File: config.mk
export PLATFORM = sky130hd
export DESIGN_NAME = gb_interrupt_dispatcher_flat
export DESIGN_NICKNAME = d
export VERILOG_FILES = /design/src/rtl/gb_interrupt_dispatcher_if.sv /design/src/rtl/gb_interrupt_dispatcher.sv /design/src/flat_wrapper.sv
export SDC_FILE = /design/constraint.sdc
export NUM_CORES = 1
export LEC_CHECK = 0
export ABC_AREA = 1
export CORE_ASPECT_RATIO = 1.25
export CORE_MARGIN = 3
export CORE_UTILIZATION = 48
export DETAILED_ROUTE_END_ITERATION = 6
export PLACE_DENSITY = 0.8
export SLEW_MARGIN = 20
export SYNTH_ARGS = -nofsm -noshare
export SYNTH_HDL_FRONTEND = slang
export SYNTH_SLANG_ARGS = --single-unit
export TNS_END_PERCENT = 50
File: constraint.sdc
create_clock -name clk -period 1.7 [get_ports clk]
set_input_delay 0.17 -clock clk [delete_from_list [all_inputs] [get_ports clk]]
set_output_delay 0.17 -clock clk [all_outputs]
set_load 0.02 [all_outputs]
File: src/rtl/gb_interrupt_dispatcher_if.sv
// Signal bundle between the interrupt dispatcher and the CPU core, register decoder and IRQ lines.
// The dispatcher connects through the slave modport; the CPU side drives the master view.
interface gb_interrupt_dispatcher_if #(
  parameter int NUM_SRC = 5
);
  logic [NUM_SRC-1:0] irq_in;
  logic               ie_we;
  logic               if_we;
  logic [7:0]         bus_wdata;
  logic [7:0]         ie_rdata;
  logic [7:0]         if_rdata;
  logic               ei_req;
  logic               di_req;
  logic               reti_req;
  logic               instr_done;
  logic [15:0]        pc_in;
  logic [15:0]        sp_in;
  logic               mem_we;
  logic [15:0]        mem_addr;
  logic [7:0]         mem_wdata;
  logic               sp_we;
  logic [15:0]        sp_out;
  logic               pc_we;
  logic [15:0]        pc_out;
  logic               busy;
  logic               wake;
  logic               ime;

  modport master (
    output irq_in, ie_we, if_we, bus_wdata, ei_req, di_req, reti_req, instr_done, pc_in, sp_in,
    input  ie_rdata, if_rdata, mem_we, mem_addr, mem_wdata, sp_we, sp_out, pc_we, pc_out,
           busy, wake, ime
  );

  modport slave (
    input  irq_in, ie_we, if_we, bus_wdata, ei_req, di_req, reti_req, instr_done, pc_in, sp_in,
    output ie_rdata, if_rdata, mem_we, mem_addr, mem_wdata, sp_we, sp_out, pc_we, pc_out,
           busy, wake, ime
  );
endinterface

File: src/rtl/gb_interrupt_dispatcher.sv
// Game Boy interrupt controller: IE/IF/IME state, priority resolution, HALT wake and the
// five M-cycle dispatch that pushes PC onto the stack and jumps to the selected vector.
module gb_interrupt_dispatcher #(
  parameter logic [15:0] VEC_BASE = 16'h0040,
  parameter int          NUM_SRC  = 5
) (
  input logic                      clk,
  input logic                      rst,
  input logic                      m_tick,
  gb_interrupt_dispatcher_if.slave bus
);
  localparam int IDX_W = (NUM_SRC > 1) ? $clog2(NUM_SRC) : 1;

  typedef enum logic [2:0] {IDLE, WAIT1, WAIT2, PUSH_HI, PUSH_LO, JUMP} state_t;

  state_t             state;
  logic [7:0]         ie_q;
  logic [NUM_SRC-1:0] if_q;
  logic [NUM_SRC-1:0] if_next;
  logic [NUM_SRC-1:0] pending;
  logic               ime_q;
  logic               ei_pending;
  logic [15:0]        ret_pc;
  logic [15:0]        base_sp;
  logic               mem_we_q, sp_we_q, pc_we_q;
  logic [15:0]        mem_addr_q, sp_out_q, pc_out_q;
  logic [7:0]         mem_wdata_q;
  logic [IDX_W-1:0]   sel_idx;
  logic               sel_valid;
  logic [15:0]        vector;

  assign pending = ie_q[NUM_SRC-1:0] & if_q;

  // Scan from the top down so the lowest set bit is the one left standing.
  always_comb begin
    // NOTE: every always_comb output gets a default first; a missed branch would otherwise infer a latch.
    sel_idx   = '0;
    sel_valid = 1'b0;
    for (int i = NUM_SRC - 1; i >= 0; i--) begin
      if (pending[i]) begin
        sel_idx   = IDX_W'(i);
        sel_valid = 1'b1;
      end
    end
  end

  assign vector = VEC_BASE + {{(13 - IDX_W){1'b0}}, sel_idx, 3'b000};

  // Bus write, then dispatch clear, then new requests, so a same-tick request always survives.
  always_comb begin
    if_next = if_q;
    if (bus.if_we) if_next = bus.bus_wdata[NUM_SRC-1:0];
    if (state == PUSH_LO && sel_valid) if_next[sel_idx] = 1'b0;
    if_next = if_next | bus.irq_in;
  end

  always_ff @(posedge clk) begin
    // NOTE: synchronous reset covers every register, including the datapath outputs, so a reset
    // mid-dispatch can never leave a stale write-back on the bus.
    if (rst) begin
      state       <= IDLE;
      ie_q        <= '0;
      if_q        <= '0;
      ime_q       <= 1'b0;
      ei_pending  <= 1'b0;
      ret_pc      <= '0;
      base_sp     <= '0;
      mem_we_q    <= 1'b0;
      sp_we_q     <= 1'b0;
      pc_we_q     <= 1'b0;
      mem_addr_q  <= '0;
      mem_wdata_q <= '0;
      sp_out_q    <= '0;
      pc_out_q    <= '0;
    end else if (m_tick) begin
      if (bus.ie_we) ie_q <= bus.bus_wdata;
      if_q     <= if_next;
      mem_we_q <= 1'b0;
      sp_we_q  <= 1'b0;
      pc_we_q  <= 1'b0;

      unique case (state)
        IDLE: begin
          if (bus.reti_req) ime_q <= 1'b1;
          if (bus.ei_req) begin
            ei_pending <= 1'b1;
          end else if (ei_pending && bus.instr_done) begin
            ime_q      <= 1'b1;
            ei_pending <= 1'b0;
          end
          if (bus.instr_done && ime_q && (|pending)) begin
            state   <= WAIT1;
            ime_q   <= 1'b0;
            ret_pc  <= bus.pc_in;
            base_sp <= bus.sp_in;
          end
        end
        WAIT1: state <= WAIT2;
        WAIT2: begin
          state       <= PUSH_HI;
          mem_we_q    <= 1'b1;
          mem_addr_q  <= base_sp - 16'd1;
          mem_wdata_q <= ret_pc[15:8];
        end
        PUSH_HI: begin
          state       <= PUSH_LO;
          mem_we_q    <= 1'b1;
          mem_addr_q  <= base_sp - 16'd2;
          mem_wdata_q <= ret_pc[7:0];
        end
        PUSH_LO: begin
          // Priority is taken now so an IE overwrite by the high-byte push is honoured.
          state    <= JUMP;
          sp_we_q  <= 1'b1;
          sp_out_q <= base_sp - 16'd2;
          pc_we_q  <= 1'b1;
          pc_out_q <= sel_valid ? vector : 16'h0000;
        end
        JUMP:    state <= IDLE;
        default: state <= IDLE;
      endcase

      // DI wins over EI, RETI and a maturing EI in the same M-cycle.
      if (bus.di_req) begin
        ime_q      <= 1'b0;
        ei_pending <= 1'b0;
      end
    end
  end

  assign bus.ie_rdata  = ie_q;
  assign bus.if_rdata  = {{(8 - NUM_SRC){1'b1}}, if_q};
  assign bus.mem_we    = mem_we_q & m_tick;
  assign bus.mem_addr  = mem_addr_q;
  assign bus.mem_wdata = mem_wdata_q;
  assign bus.sp_we     = sp_we_q & m_tick;
  assign bus.sp_out    = sp_out_q;
  assign bus.pc_we     = pc_we_q & m_tick;
  assign bus.pc_out    = pc_out_q;
  assign bus.busy      = (state != IDLE);
  assign bus.wake      = |pending;
  assign bus.ime       = ime_q;
endmodule

File: src/flat_wrapper.sv
// flat-port wrapper written by rule: the top's interface ports become plain ports
module gb_interrupt_dispatcher_flat 
#(
  parameter logic [15:0] VEC_BASE = 16'h0040,
  parameter int          NUM_SRC  = 5
)
  (clk, rst, m_tick, bus_irq_in, bus_ie_we, bus_if_we, bus_bus_wdata, bus_ei_req, bus_di_req, bus_reti_req, bus_instr_done, bus_pc_in, bus_sp_in, bus_ie_rdata, bus_if_rdata, bus_mem_we, bus_mem_addr, bus_mem_wdata, bus_sp_we, bus_sp_out, bus_pc_we, bus_pc_out, bus_busy, bus_wake, bus_ime);
  gb_interrupt_dispatcher_if #(.NUM_SRC(NUM_SRC)) bus_i ();
  input logic clk;
  input logic rst;
  input logic m_tick;
  input wire logic [$bits(bus_i.irq_in)-1:0] bus_irq_in;
  input wire logic [$bits(bus_i.ie_we)-1:0] bus_ie_we;
  input wire logic [$bits(bus_i.if_we)-1:0] bus_if_we;
  input wire logic [$bits(bus_i.bus_wdata)-1:0] bus_bus_wdata;
  input wire logic [$bits(bus_i.ei_req)-1:0] bus_ei_req;
  input wire logic [$bits(bus_i.di_req)-1:0] bus_di_req;
  input wire logic [$bits(bus_i.reti_req)-1:0] bus_reti_req;
  input wire logic [$bits(bus_i.instr_done)-1:0] bus_instr_done;
  input wire logic [$bits(bus_i.pc_in)-1:0] bus_pc_in;
  input wire logic [$bits(bus_i.sp_in)-1:0] bus_sp_in;
  output wire logic [$bits(bus_i.ie_rdata)-1:0] bus_ie_rdata;
  output wire logic [$bits(bus_i.if_rdata)-1:0] bus_if_rdata;
  output wire logic [$bits(bus_i.mem_we)-1:0] bus_mem_we;
  output wire logic [$bits(bus_i.mem_addr)-1:0] bus_mem_addr;
  output wire logic [$bits(bus_i.mem_wdata)-1:0] bus_mem_wdata;
  output wire logic [$bits(bus_i.sp_we)-1:0] bus_sp_we;
  output wire logic [$bits(bus_i.sp_out)-1:0] bus_sp_out;
  output wire logic [$bits(bus_i.pc_we)-1:0] bus_pc_we;
  output wire logic [$bits(bus_i.pc_out)-1:0] bus_pc_out;
  output wire logic [$bits(bus_i.busy)-1:0] bus_busy;
  output wire logic [$bits(bus_i.wake)-1:0] bus_wake;
  output wire logic [$bits(bus_i.ime)-1:0] bus_ime;
  assign bus_i.irq_in = bus_irq_in;
  assign bus_i.ie_we = bus_ie_we;
  assign bus_i.if_we = bus_if_we;
  assign bus_i.bus_wdata = bus_bus_wdata;
  assign bus_i.ei_req = bus_ei_req;
  assign bus_i.di_req = bus_di_req;
  assign bus_i.reti_req = bus_reti_req;
  assign bus_i.instr_done = bus_instr_done;
  assign bus_i.pc_in = bus_pc_in;
  assign bus_i.sp_in = bus_sp_in;
  assign bus_ie_rdata = bus_i.ie_rdata;
  assign bus_if_rdata = bus_i.if_rdata;
  assign bus_mem_we = bus_i.mem_we;
  assign bus_mem_addr = bus_i.mem_addr;
  assign bus_mem_wdata = bus_i.mem_wdata;
  assign bus_sp_we = bus_i.sp_we;
  assign bus_sp_out = bus_i.sp_out;
  assign bus_pc_we = bus_i.pc_we;
  assign bus_pc_out = bus_i.pc_out;
  assign bus_busy = bus_i.busy;
  assign bus_wake = bus_i.wake;
  assign bus_ime = bus_i.ime;
  gb_interrupt_dispatcher #(.VEC_BASE(VEC_BASE), .NUM_SRC(NUM_SRC)) u_core (.clk(clk), .rst(rst), .m_tick(m_tick), .bus(bus_i));
endmodule
# After elaboration in Yosys (flattened, before gate mapping)
# Cells that the tools add are included.
# totals
reg_bits	108
in_bits	54
output_inout_bits	78
wordCells	79
# op_classes
add_sub_neg	3
order_cmp	2
n_eq_ne	5
muxes	31
n_bitwise	6
n_reduce_logical	19
# op_table
operator	count
16-bit case mux with 2 select lines	1
1-bit 2-to-1 mux	18
3-bit 2-to-1 mux	6
16-bit 2-to-1 mux	1
8-bit case mux with 2 select lines	1
16-bit by 1-bit subtractor with 16-bit output (second input constant)	1
16-bit by 2-bit subtractor with 16-bit output (second input constant)	1
3-bit case mux with 5 select lines	1
5-bit AND	2
5-bit 2-to-1 mux	2
2-bit AND reduction	5
7-bit by 6-bit adder with 8-bit output (first input constant)	1
3-bit by 2-bit == test with 1-bit output (second input constant)	2
3-bit AND reduction	2
3-bit nonzero test	2
1-bit logical AND	5
5-bit NOT	1
5-bit OR	1
5-bit OR reduction	1
3-bit by 4-bit less-than comparator with 1-bit output (second input constant)	1
2-bit nonzero test	2
1-bit demux with 3-bit select	1
3-bit by 1-bit == test with 1-bit output (second input constant)	1
3-bit == test (second input constant)	1
other kinds (5)	6

# Depth between registers and ports, before layout
# Gate-level depths: netlist of the first run.
# logic_depth
depth_word	14
depth_mapped	11
mapped_depth_nobuf	10

# Worst setup path after synthesis of the first run
# No wires, ideal clock.
# synth_timing
path_type	flip-flop to flip-flop
start	register u_core.if_q[0]
end	register u_core.ret_pc[1]
arrival_time_ns	1.354
required_ns	1.557
slack_ns	0.202
stages_incl_launch_ff	12
n_path_buf	2
path_cell_list	dfxtp_1 -> nand2_2 -> nand2_2 -> inv_2 -> nand3_4 -> nand2_2 -> inv_2 -> nand2_2 -> buf_6 -> buf_12 -> nand2_2 -> a21oi_2
# synth_between
elab_chain_len	4
# synth_rtl
element	line	source
from (decl)	gb_interrupt_dispatcher.sv:18	logic [NUM_SRC-1:0] if_q;
from (signal assigned)	gb_interrupt_dispatcher.sv:77	if_q <= if_next;
5-bit AND	gb_interrupt_dispatcher.sv:32	assign pending = ie_q[NUM_SRC-1:0] & if_q;
5-bit OR reduction	n/a	
via bus_wake	flat_wrapper.sv:32	output wire logic [$bits(bus_i.wake)-1:0] bus_wake;
1-bit logical AND	gb_interrupt_dispatcher.sv:91	if (bus.instr_done && ime_q && (|pending)) begin
3-bit AND reduction (no line)	n/a	
to (signal assigned)	gb_interrupt_dispatcher.sv:94	ret_pc <= bus.pc_in;
to (decl)	gb_interrupt_dispatcher.sv:23	logic [15:0] ret_pc;
# The timed path passes the listed nets, and every way through them passes these cells.
# A chain may end at the register's enable or synchronous reset.

# Worst setup path in the final report of the first run
# layout_timing
start	register u_core.base_sp[7]
end	register u_core.mem_addr_q[14] (netlist: u_core.bus.mem_addr[14])
# layout_between
elab_chain_len	2
# layout_rtl
element	line	source
from (decl)	gb_interrupt_dispatcher.sv:24	logic [15:0] base_sp;
from (signal assigned)	gb_interrupt_dispatcher.sv:95	base_sp <= bus.sp_in;
16-bit by 2-bit subtractor with 16-bit output / 16-bit by 1-bit subtractor with 16-bit output (equally long branches)	gb_interrupt_dispatcher.sv:108, gb_interrupt_dispatcher.sv:102	
16-bit case mux with 2 select lines (*)	gb_interrupt_dispatcher.sv:82	unique case (state)
to (signal assigned)	gb_interrupt_dispatcher.sv:102	mem_addr_q <= base_sp - 16'd1;
to (signal assigned)	gb_interrupt_dispatcher.sv:108	mem_addr_q <= base_sp - 16'd2;
to (decl)	gb_interrupt_dispatcher.sv:26	logic [15:0] mem_addr_q, sp_out_q, pc_out_q;
# Every way passes the cells marked *; elsewhere a longest branch is shown, timed or not.

==> results.md, run 1 <==
* Gr ovfl total at 0
* Post-DRT Antenna Nets at 0
* H-tree levels at 3
* Most common cell in the netlist: nand2_1
* Final hold violation count at 0
* Synth Warn # at 0
* CP arrival at approximately 1.9 ns
* Area grow syn2layout at 35.94%
* Post-route insts no fill at between 800 and 900
* Top-level port count at 132
* Die area at approximately 0.011 sq mm
* Post-synthesis instance area at about 0.0046 sq mm
* Router iterations before antenna repair at 5
* TritonCTS clock tree: built
* Crit path from: u_core.base_sp[7]
* Max Clk Rate at 0.6111 GHz
* Seq/Total Area, Yosys at around two fifths
* LEAKAGE at roughly 2.8 nW
* Post-Syn Area per Cell at ~7.4 sq um
* Num CTS Buffers at 9
* Max IR drop VDD at around 0.54 mV
* Skew final at approximately 0.0082 ns
* DP HPWL at about 9.4 mm
* RSZ-0062 raised after global routing: yes
* DRC Markers at 0
* Clk sinks at 96
* # rows at 39
* Worst Hold Launch: bus_pc_in[15]
* Die Ht at 116.0 um
* Via density at between 5 and 6
* Final setup vio count at 0
* Synth top area share at 41.38%
* Max_cap viols at 0
* Clk slew on worst S/H paths at about 0.06 ns
* Share of cells above drive strength 1 at approximately 15%
* Nets@finish at approximately 800
* Cell taking the most area after synthesis: dfxtp_1
* Synth top cells by count: 97 x nand2_1, 96 x dfxtp_1, 73 x o21ai_0, 68 x nor2_1, 56 x a21oi_1
* Pwr Density at around 850 mW/mm^2
* Via count at 4546
* Post-synth ARST share at 0%
* Hold Path Class: in -> reg
* Gpl congestion at about 0.90
* # hold bufs at CTS at 0
* DR iter-0 viols at about 300
* Pins Over Slew Limit at 0
* Worst skew pair latency at approximately 0.35 ns
* I/O Buffers at ~120
* CORE AREA at approximately 0.0093 sq mm
* DIE WIDTH at between 90 and 100 um
* Crit path kind: reg -> reg
* Placed cells at about 860
* WL/cell at 14.62 um
* Primary FF master, synth: dfxtp_1
* First-pass GRT wire length at around 21 mm
* Starting Density at approximately 50%
* Crit-path max FO at 6
* Root Driver: clkbuf_16
* Synthesized flop and latch total at 96
* Number of global-route vias before repair at around 4400
* Total track usage at 23.84%
* Post-synth EDFFs at 0
* Startpoint types: register
* Post-synthesis cell type count at 38
* FF-to-FF Start: u_core.base_sp[7]
* Post-synthesis cell count at between 600 and 700
* Largest cells by area after synthesis: dfxtp_1 41%, o21ai_0 7.9%, nand2_1 7.8%, a21oi_1 6.0%, nor2_1 5.5%
* Fin crit period at 1.636 ns
* Largest buffer count on any clock path at 2
* WL final at ~13 mm
* Initial antenna violation count at 0
* Antenna cells at 0
* Crit path capture type: register
* Status: finished clean
* Worst endpoint required time at approximately 2.0 ns
* Period Utilization, post-route at a little over nine tenths
* Pin count of the biggest net entering global routing at 64
* Total power draw at about 5.3 mW
through the flow:
stage | util, % | instance area (sq um) | hold WS [ns] | TNS (ns) | worst slack (ns)
after global placement | 64.26 | 5958 | 0.4182 | 0 | 0.008676
after floorplan | - | 4693 | 0.3130 | 0 | 0.2024
after detailed placement | 64.26 | 5958 | 0.4345 | -0.06486 | -0.01547
after CTS | 67.44 | 6252 | 0.3771 | 0 | 0.006741
after global routing | 68.10 | 6314 | 0.3818 | -0.007154 | -0.007154
final | 68.10 | 6314 | 0.3778 | 0 | 0.06350
logic make-up after synthesis:
kind of cell,count (synthesis),synth area share [%]
simple gates,229,21.90
compound gates,169,20.42
buf+inv,106,11.31
flops,96,41.38
xor+xnor,15,2.829
mux,5,1.185
fa+ha+maj,3,0.8083
other cells,2,0.1617
layer usage:
layer	global-route usage [%]	wire length, um	up-vias
li1	-	-	2242
met1	29.31	5369	2110
met2	40.83	6301	174
met3	5.779	846	20
met4	8.092	247	0
met5	0	0	-
registers in the layout (all words and copies together), names as in the netlist:
signal / flops
u_core.ei_pending: 1
u_core.if_q: 5
u_core.ret_pc: 16
u_core.bus.sp_out: 16
u_core.bus.mem_addr: 16
u_core.mem_we_q: 1
u_core.state: 3
u_core.bus.ie_rdata: 8
u_core.base_sp: 16
u_core.bus.ime: 1
u_core.sp_we_q: 1
u_core.bus.mem_wdata: 8
u_core.bus.pc_out: 4
critical path, stage by stage (launching register included):
cell and delay (ns):
dfxtp_1 0.41, nor2_1 0.21, nand2_1 0.11, nor2_1 0.22, nand2_1 0.09, xor2_1 0.30
a21oi_1 0.14, nor2_1 0.10
cells in the final DEF, fill, tap and decap left out, types with 6 or more instances in the layout:
cell type / count
dfxtp_1: 93
inv_1: 50
nand3_1: 28
a21oi_2: 15
o21ai_0: 73
conb_1: 15
a21oi_1: 56
o21bai_1: 6
nor2_2: 6
o22ai_1: 8
nor2_1: 64
inv_2: 10
clkdlybuf4s50_1: 111
nand2_1: 97
buf_4: 20
clkbuf_16: 9
xor2_1: 14
o211ai_1: 6
nand2_2: 24
timing repair:
action,in CTS,in global routing
gates resized for setup,3,15
endpoints found under the setup margin,2,20
pin swaps,0,1
buffers inserted,0,2
path summary, 6_finish.rpt:
| check | endpoint | slack [ns] | depth (start not counted) |
|---|---|---|---|
| max | u_core.bus.mem_addr[14] | 0.06 | 7 |
| min | u_core.ret_pc[15] | 0.38 | 3 |
| max reg2reg | u_core.bus.mem_addr[14] | 0.06 | 7 |
| min reg2reg | u_core.sp_we_q | 0.47 | 2 |
power breakdown:
| group | internal (mW) | switching (mW) |
|---|---|---|
| Sequential | 2.34 | 0.0665 |
| Combinational | 0.409 | 0.503 |
| Clock | 1.20 | 0.825 |
final cells by class:
class / instances / area (sq um)
inverter: 62 / 232.7
fill: 802 / 2958
clock buffer: 11 / 252.7
timing repair buffer: 142 / 1428
clock inverter: 3 / 42.54
sequential: 96 / 1926
multi-input combinational: 436 / 2278
tap: 123 / 153.9
No activity file was read; power rests on OpenSTA's default activity.
==> inputs of run 2 (changes only) <==
Settings changed: CAP_MARGIN set to 30.
==> results of run 2 <==
Final layout, timing and power as in run 1 (identical DEF).
==> inputs of run 3 (changes only) <==
Settings changed: SETUP_SLACK_MARGIN set to 0.5.
==> run 3 against run 2 <==
Via count increased by 23%. Clock power grew 12%. Critical path depth rose by 3. Global-route usage is 6.5 points higher. Routed wire length increased by 61%. Final area increased by 26%. Fmax is 1.3% lower. Cell count increased by 7.7%. Register-to-register slack got worse by 0.02 ns. First-iteration DRC count up 94%. Hold slack worse by 0.012 ns. Non-clock buffer count is 62 higher. Critical path type unchanged. Highest routed layer unchanged.
==> results.md, run 3 (same netlist as run 1, synthesis figures left out) <==
* Worst endpoint required time at a little under 2 ns
* Switching share of power at roughly 29%
* Clk sinks at 96
* Max Clk Rate at about 0.60 GHz
* Via count at 5587
* Max_cap viols at 0
* Layout fillers at 456
* Router iterations before antenna repair at 7
* Die area at roughly 0.011 sq mm
* Status: finished clean
* Most common cell after layout, fill and taps aside: nand2_1
* WL final at between 20 and 25 mm
* DIE WIDTH at between 90 and 100 um
* LEAKAGE at roughly 3.7 nW
* I/O Buffers at 116
* Share of cells above drive strength 1 at around two fifths
* Max IR drop VDD at 0.5514 mV
* Root Driver: clkbuf_16
* Int Pwr at 4.312 mW
* H-tree levels at 3
* Total track usage at 30.30%
* Num CTS Buffers at 9
* Crit path capture type: register
* Gpl congestion at approximately 0.96
* Top-level port count at ~130
* Starting Density at between 50 and 60%
* WL/cell at ~22 um
* Initial antenna violation count at 0
* Antenna cells at 0
* # rows at 39
* Multi-input logic area at 0.002994 sq mm
* FF/Latch Area at between 0.0015 and 0.002 sq mm
* Setup TNS at 0 ns
* Fin crit period at approximately 1.7 ns
* First-pass GRT wire length at about 26 mm
* Hold Path Class: in -> reg
* Post-DRT Antenna Nets at 0
* Part of the power in registers at between 30% and 40%
* Final setup vio count at 0
* Skew final at 0.008819 ns
* Pin count of the biggest net entering global routing at 53
* Worst skew pair latency at about 0.35 ns
* Pwr Density at 759.1 mW/mm^2
* TritonCTS clock tree: built
* Most frequent cells in the layout: 73 x nand2_1, 71 x dfxtp_1, 53 x buf_4
* Die Ht at 116.0 um
* CORE AREA at ~0.0093 sq mm
* Number of global-route vias before repair at 5213
* Hold WS at roughly 0.37 ns
* Combinational power share at between 20% and 30%
* CP arrival at roughly 1.9 ns
* Area grow syn2layout at 71.44%
* P_sw at 1.733 mW
* RSZ-0062 raised after global routing: yes
* Crit-path max FO at 5
* DR iter-0 viols at ~580
* DRC Markers at 0
* Clk network pwr share at between 30% and 40%
* Pins Over Slew Limit at 0
* Nets@finish at 869
* Final hold violation count at 0
* Clk slew on worst S/H paths at ~0.07 ns
* Largest buffer count on any clock path at 2
* Crit path kind: reg -> reg
* DP HPWL at slightly above 9 mm
* Via density at slightly below 6
* Startpoint types: register
* Gr ovfl total at 0
* Period Utilization, post-route at ~98%
-- run 3: worst max-delay path: stages, from the launching register on --
cell     delay, ns
dfxtp_2       0.34
inv_4         0.11
ha_4          0.17
nand2_4       0.06
nor2_4        0.19
nand2_2       0.12
nor2_4        0.18
nand2_2       0.10
nand2_2       0.08
nand2_1       0.06
a21oi_1       0.17
-- run 3: stage by stage --
step	std cells	instance area (sq um)	utilization, %	power (mW)	worst slack, ns
floorplan	638	4846	-	2.975	0.3267
global placement	850	6027	65.01	3.341	-0.03708
detailed placement	850	6027	65.01	3.360	-0.09204
CTS	915	7196	77.61	5.703	0.2303
global route	940	7963	85.88	6.199	0.02486
finish	940	7963	85.88	6.044	0.04147
-- run 3: timing repair --
action	4_1_cts	5_1_grt
resized for setup	199	150
buffers inserted	38	22
hold buffers	0	0
pin swaps	38	44
cloned	11	3
endpoints found under the hold margin	0	0
endpoints found under the setup margin	157	136
-- run 3: power by group through the flow --
stage | combinational, mW | clock, mW | sequential [mW]
after floorplan | 0.454 | 0 | 2.52
after global placement | 0.895 | 0 | 2.45
after detailed placement | 0.910 | 0 | 2.45
after CTS | 1.07 | 2.24 | 2.40
after global routing | 1.42 | 2.36 | 2.42
final | 1.36 | 2.27 | 2.41
-- run 3: final timing paths --
path         slack, ns  cells past startpoint         startpoint                 endpoint
max               0.04                     10  u_core.base_sp[1]  u_core.bus.mem_addr[13]
min               0.37                      3       bus_sp_in[9]        u_core.base_sp[9]
max reg2reg       0.04                     10  u_core.base_sp[1]  u_core.bus.mem_addr[13]
min reg2reg       0.48                      2    u_core.mem_we_q          u_core.mem_we_q
-- run 3: area by class of cell --
class | count | area share, %
timing repair inverter | 2 | 0.3457
multi-input combinational | 437 | 37.60
clock buffer | 11 | 3.190
sequential | 96 | 24.91
clock inverter | 5 | 0.9742
timing repair buffer | 204 | 27.58
tap | 123 | 1.933
inverter | 62 | 3.473
-- run 3: per-layer routing --
layer | routed length [um] | GRT usage (%)
met5 | 0 | 0
met4 | 1647 | 17.53
met3 | 1978 | 8.571
met2 | 9882 | 52.72
met1 | 7024 | 32.70
